File: config.mk
export PLATFORM = sky130hd
export DESIGN_NAME = hs_sink_sync
export DESIGN_NICKNAME = d
export VERILOG_FILES = /design/src/rtl/hs_pkg.sv /design/src/rtl/sync_ff.sv /design/src/rtl/hs_sink_sync.sv
export SDC_FILE = /design/constraint.sdc
export NUM_CORES = 1
export LEC_CHECK = 0
export CORE_ASPECT_RATIO = 0.75
export CORE_UTILIZATION = 40
export DETAILED_ROUTE_END_ITERATION = 8
export PLACE_DENSITY = 0.75
export SYNTH_ARGS = -nofsm -noshare
export SYNTH_HDL_FRONTEND = slang
export SYNTH_SLANG_ARGS = --single-unit
File: constraint.sdc
create_clock -name clk -period 1.85 [get_ports clk]
set_clock_uncertainty 0.15 [all_clocks]
set_input_delay 0.37 -clock clk [delete_from_list [all_inputs] [get_ports clk]]
set_output_delay 0.37 -clock clk [all_outputs]
set_load 0.1 [all_outputs]
File: src/rtl/hs_pkg.sv
// Shared types and default sizes for the clocked handshake sink.
package hs_pkg;

    // Handshake progress: waiting, committed but not yet acknowledged, acknowledged.
    typedef enum logic [1:0] {
        IDLE  = 2'd0,
        DELAY = 2'd1,
        ACK   = 2'd2
    } hs_state_t;

    localparam int HS_SYNC_STAGES = 2;
    localparam int HS_CNT_W       = 8;

    // Wide enough for the largest consumer latency (15).
    localparam int HS_DLY_W       = 4;

endpackage

File: src/rtl/sync_ff.sv
// N-stage single-bit synchronizer with synchronous active-high clear.
module sync_ff
    import hs_pkg::*;
#(
    parameter int N = HS_SYNC_STAGES
) (
    input  logic clk,
    input  logic clr,
    input  logic d,
    output logic q
);

    logic [N-1:0] chain;

    // Shift the asynchronous input through N flops; clear empties the whole chain.
    always_ff @(posedge clk) begin
        if (clr) begin
            chain <= '0;
        end else begin
            chain <= {chain[N-2:0], d};
        end
    end

    assign q = chain[N-1];

endmodule

File: src/rtl/hs_sink_sync.sv
// Clocked 4-phase handshake sink: synchronizes req_in, acknowledges after a
// programmable latency, counts completed tokens and flags early withdrawal.
module hs_sink_sync
    import hs_pkg::*;
#(
    parameter int SYNC_STAGES = HS_SYNC_STAGES,
    parameter int ACK_DELAY   = 0,
    parameter int CNT_W       = HS_CNT_W
) (
    input  logic             clk,
    input  logic             rst,
    input  logic             req_in,
    output logic             ack_in,
    input  logic             enable,
    output logic             token_pulse,
    output logic [CNT_W-1:0] token_cnt,
    output logic             busy,
    output logic             err
);

    // The delay counter holds "extra cycles still to wait minus one", so the
    // cycle on which it reads zero is the last one spent in DELAY.
    localparam logic [HS_DLY_W-1:0] DLY_LOAD =
        (ACK_DELAY > 0) ? HS_DLY_W'(ACK_DELAY - 1) : '0;

    logic                req_s;
    hs_state_t           state;
    hs_state_t           state_nxt;
    logic [HS_DLY_W-1:0] dly_cnt;
    logic [HS_DLY_W-1:0] dly_nxt;
    logic [CNT_W-1:0]    cnt_nxt;
    logic                ack_nxt;
    logic                pulse_nxt;
    logic                busy_nxt;
    logic                err_nxt;

    sync_ff #(
        .N (SYNC_STAGES)
    ) u_req_sync (
        .clk (clk),
        .clr (rst),
        .d   (req_in),
        .q   (req_s)
    );

    // Next-state decode; every output is derived from the next state so all outputs stay registered.
    always_comb begin
        state_nxt = state;
        dly_nxt   = dly_cnt;
        cnt_nxt   = token_cnt;
        err_nxt   = err;
        pulse_nxt = 1'b0;

        case (state)
            IDLE: begin
                if (req_s && enable) begin
                    if (ACK_DELAY == 0) begin
                        state_nxt = ACK;
                    end else begin
                        state_nxt = DELAY;
                        dly_nxt   = DLY_LOAD;
                    end
                end
            end
            DELAY: begin
                if (!req_s) begin
                    err_nxt   = 1'b1;
                    state_nxt = IDLE;
                    dly_nxt   = '0;
                end else if (dly_cnt == '0) begin
                    state_nxt = ACK;
                end else begin
                    dly_nxt = dly_cnt - 1'b1;
                end
            end
            ACK: begin
                if (!req_s) begin
                    state_nxt = IDLE;
                    pulse_nxt = 1'b1;
                    cnt_nxt   = token_cnt + CNT_W'(1);
                end
            end
            default: begin
                state_nxt = IDLE;
                dly_nxt   = '0;
            end
        endcase

        ack_nxt  = (state_nxt == ACK);
        busy_nxt = (state_nxt != IDLE);
    end

    // State, counters and output registers; reset abandons any handshake in flight without counting it.
    always_ff @(posedge clk) begin
        if (rst) begin
            state       <= IDLE;
            dly_cnt     <= '0;
            token_cnt   <= '0;
            ack_in      <= 1'b0;
            token_pulse <= 1'b0;
            busy        <= 1'b0;
            err         <= 1'b0;
        end else begin
            state       <= state_nxt;
            dly_cnt     <= dly_nxt;
            token_cnt   <= cnt_nxt;
            ack_in      <= ack_nxt;
            token_pulse <= pulse_nxt;
            busy        <= busy_nxt;
            err         <= err_nxt;
        end
    end

endmodule

==> Word-level counts from Yosys, hierarchy flattened <==
Cells that the tools add are included.
{ "totals": {"ff_bits": 20, "out_inout_bits": 12, "elab_cells": 35} }
{ "op_classes": {"n_addsub": 2, "eq_ne": 4, "n_mux": 9, "n_bitwise": 3, "n_reduce_logical": 9} }
{ "ops": {"columns": ["cell", "n"], "rows": [
  ["8-bit by 1-bit adder with 8-bit output, second input constant", 1],
  ["2-bit two-way mux", 4],
  ["4-bit two-way mux", 2],
  ["4-bit case mux with 2 select lines", 1],
  ["2-bit case mux with 3 select lines", 1],
  ["2-bit AND reduction", 3],
  ["2-bit == test, second input constant", 2],
  ["4-bit zero test", 1],
  ["2-bit OR reduction", 2],
  ["4-bit by 1-bit subtractor with 4-bit output, second input constant", 1],
  ["3-bit inequality test, second input constant", 1],
  ["1-bit inverter", 3],
  ["2-bit by 1-bit == test with 1-bit output, second input constant", 1],
  ["2-bit zero test", 1],
  ["2-bit nonzero test", 1],
  ["1-bit logical AND", 1],
  ["1-bit two-way mux", 1]
]} }

==> Logic depth before layout (Yosys ltp) <==
{ "logic_depth": {"depth_word": 5, "depth_mapped": 5, "mapped_depth_nobuf": 5} }

==> By module <==
From an unflattened synthesis, not the netlist that was laid out.
{ "hier_totals": {"hier_cells": 93, "hier_area_um2": 875.8} }
{ "modules_own_cells": {"columns": ["module", "instances", "cells_per_inst", "area_per_inst_um2"], "rows": [
  ["hs_sink_sync", 1, 89, 823.3],
  ["sync_ff", 1, 4, 52.6]
]} }

==> Least setup slack after synthesis <==
OpenSTA, ideal clock, no wires.
{ "synth_timing": {"path_kind": "reg2reg", "from": "register token_cnt[0]", "to": "register token_cnt[4]", "setup_ns": 0.121, "arrival_ns": 1.886, "required_time_ns": 1.579, "path_slack_ns": -0.307, "path_stages_with_launch": 5, "period_less_slack_ns": 2.157, "path_cell_list": "dfxtp_1 -> ha_1 -> and4bb_2 -> nand3_1 -> mux2_2"} }
{ "synth_between": {"elab_chain_cells": 1} }
{ "synth_rtl": {"columns": ["element", "line", "rtl"], "rows": [
  ["start, declared", "hs_sink_sync.sv:16", "output logic [CNT_W-1:0] token_cnt,"],
  ["start signal, assigned", "hs_sink_sync.sv:106", "token_cnt <= cnt_nxt;"],
  ["8-bit by 1-bit adder with 8-bit output", "hs_sink_sync.sv:80", "cnt_nxt = token_cnt + CNT_W'(1);"]
]} }
No other way between the ends.
A chain may end at the register's enable or synchronous reset.

==> Worst setup path after layout <==
{ "layout_timing": {"from": "register u_req_sync.chain[1]", "to": "register token_cnt[5]"} }
{ "layout_between": {"elab_chain_cells": 2} }
{ "layout_rtl": {"columns": ["element", "line", "rtl"], "rows": [
  ["start, declared", "sync_ff.sv:13", "logic [N-1:0] chain;"],
  ["start signal, assigned", "sync_ff.sv:20", "chain <= {chain[N-2:0], d};"],
  ["1-bit inverter (no source line)", null, null],
  ["2-bit AND reduction (no source line)", null, null]
]} }
No other way between the ends.

==> results.cfg <==
[min_path]
min_from = u_req_sync.chain[0]
whs_endpoint = u_req_sync.chain[1]
hold_depth = 1
min_path_type = reg2reg

[finish]
layout_common_cells = dfxtp_1, buf_12, nor2_1
fin_area_um2 = 1210
drive_gt1_share_pct = 28.8
fillCellCount = 175
n_antenna_cell = 0
fin_nets = 120
syn_to_final_growth_pct = 38.1

[worst_setup_path]
worst_r2r_endpoint = token_cnt[5]
cp_num_buf_inv = 0
cp_slowest_cell = or4_1
endpoint_kind = flop
path_delay_family = simple AND/OR/NAND/NOR gates
required_ns = 1.93
reg2regPathDepth = 3
arrival_ns = 1.80
r2r_slack_ns = 0.13
crit_chain = or3b_1 > or4_1 > a21oi_1
worstSetupStartpointType = flop
worst-path-max-fanout = 6
r2r-start = u_req_sync.chain[1]
critical_path_class = reg2reg
slowest_delay_ns = 0.52

[global_route]
gr-usage-all-layers_pct = 16.3
grt_pass1_wl_mm = 2.90
first_global_vias = 630
grt_max_degree = 12
gr-total-overflow = 0
antenna_found_initial = 0

[sta]
rsz0062_at_grt = no
finalCritPeriodShare_pct = 93.0
slew_violations = 0
fin_setup_tns_ns = 0
fmax_mhz = 581
finalHoldViolations = 0
setup_viol = 0
tightest_slew_ns = 0.230
relSlewSlack_pct = 84.6
fin_crit_ns = 1.72

[synth]
ys_seq_area_share_pct = 45.8
syn_inst = 93
synth.distinct_cells = 33
netlist_area_um2 = 875
syn_area_per_cell_um2 = 9.40
synth_seq_cells = 20
synth_fp_nets = 100
ys_warn_count = 0

[detailed_routing]
avgRoutedWirePerCell_um = 12.8
wirelength_mm = 1.73
num_vias = 711
drc = 0
ant_nets = 0
drt_iter0_drc = 10
viasPerCell = 5.27
first_pass_iters = 4

[cts]
cts_made_buffers = 3
clock_latency_ns = 0.30
cts-root-buf = clkbuf_4
cts.clk_slew.worst_paths_ns = 0.10
cts_max_path_buffers = 2
cts_tree = done
htree_levels = 1
post_cts_buffers = 0
cts_sinks = 20
hold_buffers = 0
cts_resized = 0

[floorplan]
die_area_um2 = 2380
die_w_um = 56.0
die_height_um = 42.5
rows = 14
start_util_pct = 43.0
core_um2 = 2030
pin_count = 16

[placement]
placed_area_um2 = 1180
port_buffers = 15
dpl.hpwl_mm = 1.33
gp_congestion = 0.830

[status]
status = completed

[flow_run]
max_cap_violations = 0

[power]
power_leakage_nw = 0.465
peakVddDrop_uv = 409
powerDensity_nw_per_um2 = 567
synth_stat cells (all sizes together):
library cell	n	area [um2]
mux2	2	22.5
nand2	4	15.0
dfxtp	20	400
nor2	9	33.8
or2b	1	7.51
and4	1	8.76
nand3	3	15.0
o32ai	2	17.5
o21a	2	15.0
and3	1	6.26
o31ai	3	22.5
buf	3	26.3
o21ai	3	15.0
a21oi	5	25.0
and3b	1	8.76
nor2b	7	43.8
or3b	2	17.5
a31o	1	8.76
or3	1	6.26
mux2i	1	10.0
nand2b	1	6.26
inv	5	18.8
and4bb	1	12.5
o21bai	1	7.51
clkbuf	1	3.75
or4	2	15.0
nor3	1	5.00
nand4	3	18.8
or2	1	6.26
xnor2	1	8.76
ha	3	37.5
xor2	1	8.76
state kept, by name, indices dropped and copies added (netlist names):
| name | count |
|---|---|
| err | 1 |
| busy | 1 |
| token_cnt | 8 |
| dly_cnt | 4 |
| state | 2 |
| ack_in | 1 |
| u_req_sync.chain | 2 |
| token_pulse | 1 |
how the worst max path moves through the flow:
stage                     cells after the start            to  slack [ns]                start
after detailed placement                      3  token_cnt[5]        0.12             state[1]
final                                         3  token_cnt[5]        0.13  u_req_sync.chain[1]
after CTS                                     3  token_cnt[5]        0.09             state[1]
after global placement                        3  token_cnt[5]        0.17             state[1]
after global routing                          5    dly_cnt[1]        0.02           dly_cnt[0]
after floorplan                               4  token_cnt[4]        0.07         token_cnt[0]
worst register-to-register path, delay by kind of cell, from the launching register on:
kind             cells  cell delay [ns]
flip-flops           1             0.37
AO/OA/AOI/OAI        1             0.16
AND/OR/NAND/NOR      2             0.98
layout make-up:
class,count,area [um2],area share [%]
repair buffers,19,300,24.9
inverters,5,18.8,1.55
multi-input cells,64,425,35.2
well taps,24,30.0,2.49
flip-flops and latches,20,410,34.0
clock buffers,3,22.5,1.87
power by group:
group | switching, mW | internal (mW)
sequential | 0.00374 | 0.434
clock | 0.125 | 0.0760
combinational | 0.0257 | 0.0200
layer usage:
layer | part of all wire, % | global-route usage, % | up-vias
met5 | 0 | 0 | -
met4 | 0.87 | 4.39 | 0
met3 | 5.2 | 6.48 | 3
met2 | 45 | 25.7 | 16
met1 | 49 | 20.9 | 326
li1 | - | - | 366
metrics by stage:
stage	power [mW]	hold slack (ns)	worst slack, ns	instances	util (%)
after floorplan	0.474	0.264	0.0657	93	-
after global placement	0.492	0.275	0.173	132	58.3
after detailed placement	0.493	0.270	0.121	132	58.3
after CTS	0.691	0.294	0.0853	135	59.4
after global routing	0.719	0.307	0.0162	135	59.4
final	0.685	0.292	0.130	135	59.4
cell families (layout without fill, tap and decap cells):
logic type                 Yosys count  in the layout  share of synthesized area (%)
AOI/OAI and AO/OA                   17             17                           12.7
xor gates and xnor gates             2              2                           2.00
adders and majority gates            3              3                           4.29
buffers and inverters                9             27                           5.58
DFF                                 20             20                           45.8
muxes                                3              3                           3.72
and+or+nand+nor                     39             39                           25.9
No activity file was read; power rests on OpenSTA's default activity.
